## config.mk

```make
export PLATFORM = sky130hd
export DESIGN_NAME = cs_seq_flat
export DESIGN_NICKNAME = d
export VERILOG_FILES = /design/src/rtl/cs_seq_if.sv /design/src/rtl/cs_seq.sv /design/src/flat_wrapper.sv
export SDC_FILE = /design/constraint.sdc
export NUM_CORES = 1
export LEC_CHECK = 0
export ABC_AREA = 1
export CAP_MARGIN = 15
export CORE_MARGIN = 2
export CORE_UTILIZATION = 30
export DETAILED_ROUTE_END_ITERATION = 8
export SYNTH_ARGS = -nofsm -noshare
export SYNTH_HDL_FRONTEND = slang
export SYNTH_SLANG_ARGS = --single-unit
export TNS_END_PERCENT = 10
```

## constraint.sdc

```tcl
create_clock -name aclk -period 2 [get_ports aclk]
set_clock_uncertainty 0.1 [all_clocks]
set_input_delay 0.2 -clock aclk [delete_from_list [all_inputs] [get_ports aclk]]
set_output_delay 0.2 -clock aclk [all_outputs]
set_load 0.02 [all_outputs]
```

## src/rtl/cs_seq_if.sv

```systemverilog
// Command channel into the chip-select sequencer:
// one target/length command per valid/ready handshake.
interface cs_seq_if #(
    parameter int LEN_W = 8
);
    logic             s_valid;
    logic             s_ready;
    logic [3:0]       s_target;
    logic [LEN_W-1:0] s_len;

    modport master (
        output s_valid,
        output s_target,
        output s_len,
        input  s_ready
    );

    modport slave (
        input  s_valid,
        input  s_target,
        input  s_len,
        output s_ready
    );
endinterface

```

## src/rtl/cs_seq.sv

```systemverilog
// Chip-select sequencer: one bounded cfg window per command,
// followed by a forced deselect gap before the next accept.
module cs_seq #(
    parameter int LEN_W      = 8,
    parameter int GAP_CYCLES = 2
) (
    input  logic       aclk,
    input  logic       areset,
    cs_seq_if.slave    s,
    input  logic       abort,
    output logic [4:0] cfg,
    output logic       cs_active,
    output logic       done,
    output logic       done_abort
);

    typedef enum logic [1:0] {
        IDLE   = 2'd0,
        ASSERT = 2'd1,
        GAP    = 2'd2
    } state_t;

    localparam logic [7:0] GapLast = 8'(GAP_CYCLES - 1);

    state_t           state_q, state_d;
    logic [LEN_W-1:0] cnt_q, cnt_d;
    logic [7:0]       gap_q, gap_d;
    logic [4:0]       cfg_q, cfg_d;
    logic             done_q, done_d;
    logic             dab_q, dab_d;

    logic             accept;
    logic [LEN_W-1:0] len_eff;

    assign s.s_ready = (state_q == IDLE) && !areset;
    assign accept    = s.s_valid && s.s_ready;
    assign len_eff   = (s.s_len == '0) ? LEN_W'(1) : s.s_len;

    always_comb begin
        state_d = state_q;
        cnt_d   = cnt_q;
        gap_d   = gap_q;
        cfg_d   = cfg_q;
        done_d  = 1'b0;
        dab_d   = 1'b0;
        unique case (state_q)
            IDLE: begin
                if (accept) begin
                    state_d = ASSERT;
                    cnt_d   = len_eff - LEN_W'(1);
                    cfg_d   = {1'b1, s.s_target};
                end
            end
            ASSERT: begin
                // abort wins over the natural last count
                if (abort || cnt_q == '0) begin
                    state_d  = GAP;
                    gap_d    = GapLast;
                    cfg_d[4] = 1'b0;
                    done_d   = 1'b1;
                    dab_d    = abort;
                end else begin
                    cnt_d = cnt_q - LEN_W'(1);
                end
            end
            GAP: begin
                if (gap_q == '0) begin
                    state_d = IDLE;
                end else begin
                    gap_d = gap_q - 8'd1;
                end
            end
            default: begin
                state_d = IDLE;
                cfg_d   = '0;
            end
        endcase
    end

    always_ff @(posedge aclk) begin
        if (areset) begin
            state_q <= IDLE;
            cnt_q   <= '0;
            gap_q   <= '0;
            cfg_q   <= '0;
            done_q  <= 1'b0;
            dab_q   <= 1'b0;
        end else begin
            state_q <= state_d;
            cnt_q   <= cnt_d;
            gap_q   <= gap_d;
            cfg_q   <= cfg_d;
            done_q  <= done_d;
            dab_q   <= dab_d;
        end
    end

    assign cfg        = cfg_q;
    assign cs_active  = cfg_q[4];
    assign done       = done_q;
    assign done_abort = dab_q;

endmodule

```

## src/flat_wrapper.sv

```systemverilog
// flat-port wrapper written by rule: the top's interface ports become plain ports
module cs_seq_flat 
#(
    parameter int LEN_W      = 8,
    parameter int GAP_CYCLES = 2
)
  (aclk, areset, abort, cfg, cs_active, done, done_abort, s_s_valid, s_s_target, s_s_len, s_s_ready);
  cs_seq_if #(.LEN_W(LEN_W)) s_i ();
  input  logic aclk;
  input  logic areset;
  input  logic abort;
  output logic [4:0] cfg;
  output logic cs_active;
  output logic done;
  output logic done_abort;
  input wire logic [$bits(s_i.s_valid)-1:0] s_s_valid;
  input wire logic [$bits(s_i.s_target)-1:0] s_s_target;
  input wire logic [$bits(s_i.s_len)-1:0] s_s_len;
  output wire logic [$bits(s_i.s_ready)-1:0] s_s_ready;
  assign s_i.s_valid = s_s_valid;
  assign s_i.s_target = s_s_target;
  assign s_i.s_len = s_s_len;
  assign s_s_ready = s_i.s_ready;
  cs_seq #(.LEN_W(LEN_W), .GAP_CYCLES(GAP_CYCLES)) u_core (.aclk(aclk), .areset(areset), .s(s_i), .abort(abort), .cfg(cfg), .cs_active(cs_active), .done(done), .done_abort(done_abort));
endmodule
```

==> impl_results.md <==
- Status: finished, final reports clean
- Most frequent cells in the layout: nand2_1 (56), nor2_1 (39), inv_1 (28), dfxtp_1 (25), clkdlybuf4s50_1 (23)
- Die Y: 77.7 µm
- Final hold violations: 0
- GRT Total Usage: 0.125
- Initial antenna violation count: 0
- Total power: 0.00314 W
- Filler cells: 540
- GP Congestion: 0.825
- Die area: 6040 µm²
- Pre-CTS setup slack: 69.3 ps
- Seq cells post-synth: 25
- Routed len/inst: 10.0 µm
- Final Cycle Share: 0.903
- Routed Antenna Nets: 0
- Die width: 77.7 µm
- Area growth from synthesis to layout: 23.7%
- CTS H-tree lvls: 1
- RSZ-0062 raised after global routing: no
- Critical path type: flop to flop
- Fin Setup TNS: 0 ps
- Fin nets: 297
- Vias in the first global route: 1,435
- Core area: 5170 µm²
- Pleak: 0.898 nW
- Most frequent CP cell: nand2_1
- Fmax: 554 MHz
- Initial DRC count: 28
- Port Buf Inserts: 24
- Largest net degree at the start of global routing: 16
- DRC: 0
- Syn Nets: 269
- CTS tree: done
- Max VDD drop: 460 µV
- Sequential-to-total area share from yosys stat: 0.307
- Synthesized area: 1630 µm²
- PwrDens: 1560 nW/µm²
- Final min period: 1810 ps
- Worst path max stage delay: 340 ps
- Vias per cell: 4.34
- Core Rows: 26
- Post-Synthesis Cells: 247
- Grt total ovfl: 0
- Routed Wire Length: 3.45 mm
- Clock buffer depth: 2
- Slew headroom: 0.814
- CP required: 2060 ps
- Setup ws final: 194 ps
- Reg clk slew, reported paths: 90 ps
- Arr. time, crit path: 1870 ps
- Setup bufs post-CTS: 0
- Final slew viol count: 0
- CTS Root Cell: clkbuf_8
- Via count: 1,493
- Setup violators final: 0
- Share of cells above drive strength 1: 0.164
- Initial Utilization: 0.315
- Most common cell after layout, fill and taps aside: nand2_1
- Io pins: 25
- Tightest Pin Transition: 277 ps
- First-pass GRT wire length: 6.15 mm
- Unique masters post-synth: 28
- CTS Buf Count: 3
- Worst setup SP type: flop
- Worst-Skew Late Latency: 260 ps
- Max Cap Violations: 0
- CP max FO: 11
- Slowest CP cell: dfxtp_1
- Yosys warnings: 0
- Critical Path Sink Type: flop
- N_diodes: 0
- CP Cell Sequence: inv_1, ha_4, buf_4, o21ai_2, ha_2, nand2_1, nor2_2, nand2_1, nand2_1, nand2_1, nor2_1, nor2_1
- HPWL after DPL: 2.72 mm
- # clock sinks: 25
- Mapped Avg Cell Area: 6.60 µm²
- Pre-antenna DRT Iters: 4
- Worst hold path class: flop to flop
- Worst Hold Slack: 379 ps
-- worst paths after layout --
check                                                    end  slack [ps]                      startpoint  cells after the start
worst max-delay path            u_core.cnt_q[6]$_SDFFE_PP0P_         190  u_core.state_q[1]$_SDFFE_PP0P_                     12
worst min-delay path              u_core.cfg[2]$_SDFFE_PP0P_         380      u_core.cfg[2]$_SDFFE_PP0P_                      2
worst max register to register  u_core.cnt_q[6]$_SDFFE_PP0P_         190  u_core.state_q[1]$_SDFFE_PP0P_                     12
worst min register to register    u_core.cfg[2]$_SDFFE_PP0P_         380      u_core.cfg[2]$_SDFFE_PP0P_                      2
-- what timing repair did --
action,in CTS,in global routing
endpoints found under the setup margin,1,2
resized for setup,1,5
hold buffers,0,0
pin swaps,0,1
cloned,0,0
-- synthesized netlist by cell type (all sizes together) --
| master | number | share of area |
|---|---|---|
| o21bai | 1 | 0.0046 |
| xor2 | 2 | 0.011 |
| or2 | 1 | 0.0038 |
| inv | 35 | 0.082 |
| clkbuf | 2 | 0.0046 |
| nand4 | 2 | 0.0077 |
| o21ai | 20 | 0.075 |
| ha | 6 | 0.046 |
| a21oi | 17 | 0.080 |
| nor3 | 2 | 0.0061 |
| dfxtp | 25 | 0.31 |
| xnor2 | 2 | 0.011 |
| buf | 6 | 0.032 |
| nand2 | 66 | 0.17 |
| nor2 | 42 | 0.10 |
| nand3 | 18 | 0.055 |
-- layer usage --
layer,global-route usage,routed length (µm),up-vias,share of wire
met3,0.0186,99,2,0.029
met5,0,0,-,0
met4,0.0464,42,0,0.012
li1,-,-,825,-
met1,0.157,1640,652,0.48
met2,0.215,1660,14,0.48
-- per-stage QoR --
step	cells	cell area, µm²	utilization
floorplan	247	1630	-
global placement	340	1950	0.377
global route	344	2010	0.389
finish	344	2010	0.389
detailed placement	340	1950	0.377
CTS	344	1990	0.385
-- cell families after synthesis --
logic type	count (synthesis)	synth area share
buffers and inverters	43	0.119
xor gates and xnor gates	4	0.0215
AOI/OAI and AO/OA	38	0.160
and+or+nand+nor	131	0.346
DFF	25	0.307
adders and majority gates	6	0.0461
-- registers in the layout, summed over array words and instances (netlist names) --
name and flops:
u_core.done_abort 1, u_core.state_q 2, u_core.cnt_q 8, u_core.done 1
u_core.cfg 5, u_core.gap_q 8
-- worst max-delay path: cells and delay by family (launching register included) --
kind                       cells  cell delay, ps
AOI/OAI and AO/OA              1             160
DFF                            1             340
buffers and inverters          2             240
and+or+nand+nor                7             480
adders and majority gates      2             380
-- power by group --
part	leakage [nW]	internal [W]	switching, W
registers	0.205	0.000668	0.000104
logic	0.671	0.000809	0.00126
clock network	0.0228	0.000142	0.000159
-- final cells by class --
cell class | count | area, µm² | area share
flip-flops and latches | 25 | 500 | 0.248
multi-input cells | 179 | 956 | 0.475
well taps | 70 | 87.6 | 0.0435
repair buffers | 31 | 292 | 0.145
inverters | 35 | 134 | 0.0665
clock buffers | 4 | 45.0 | 0.0224
(Power assumes the default switching activity.)
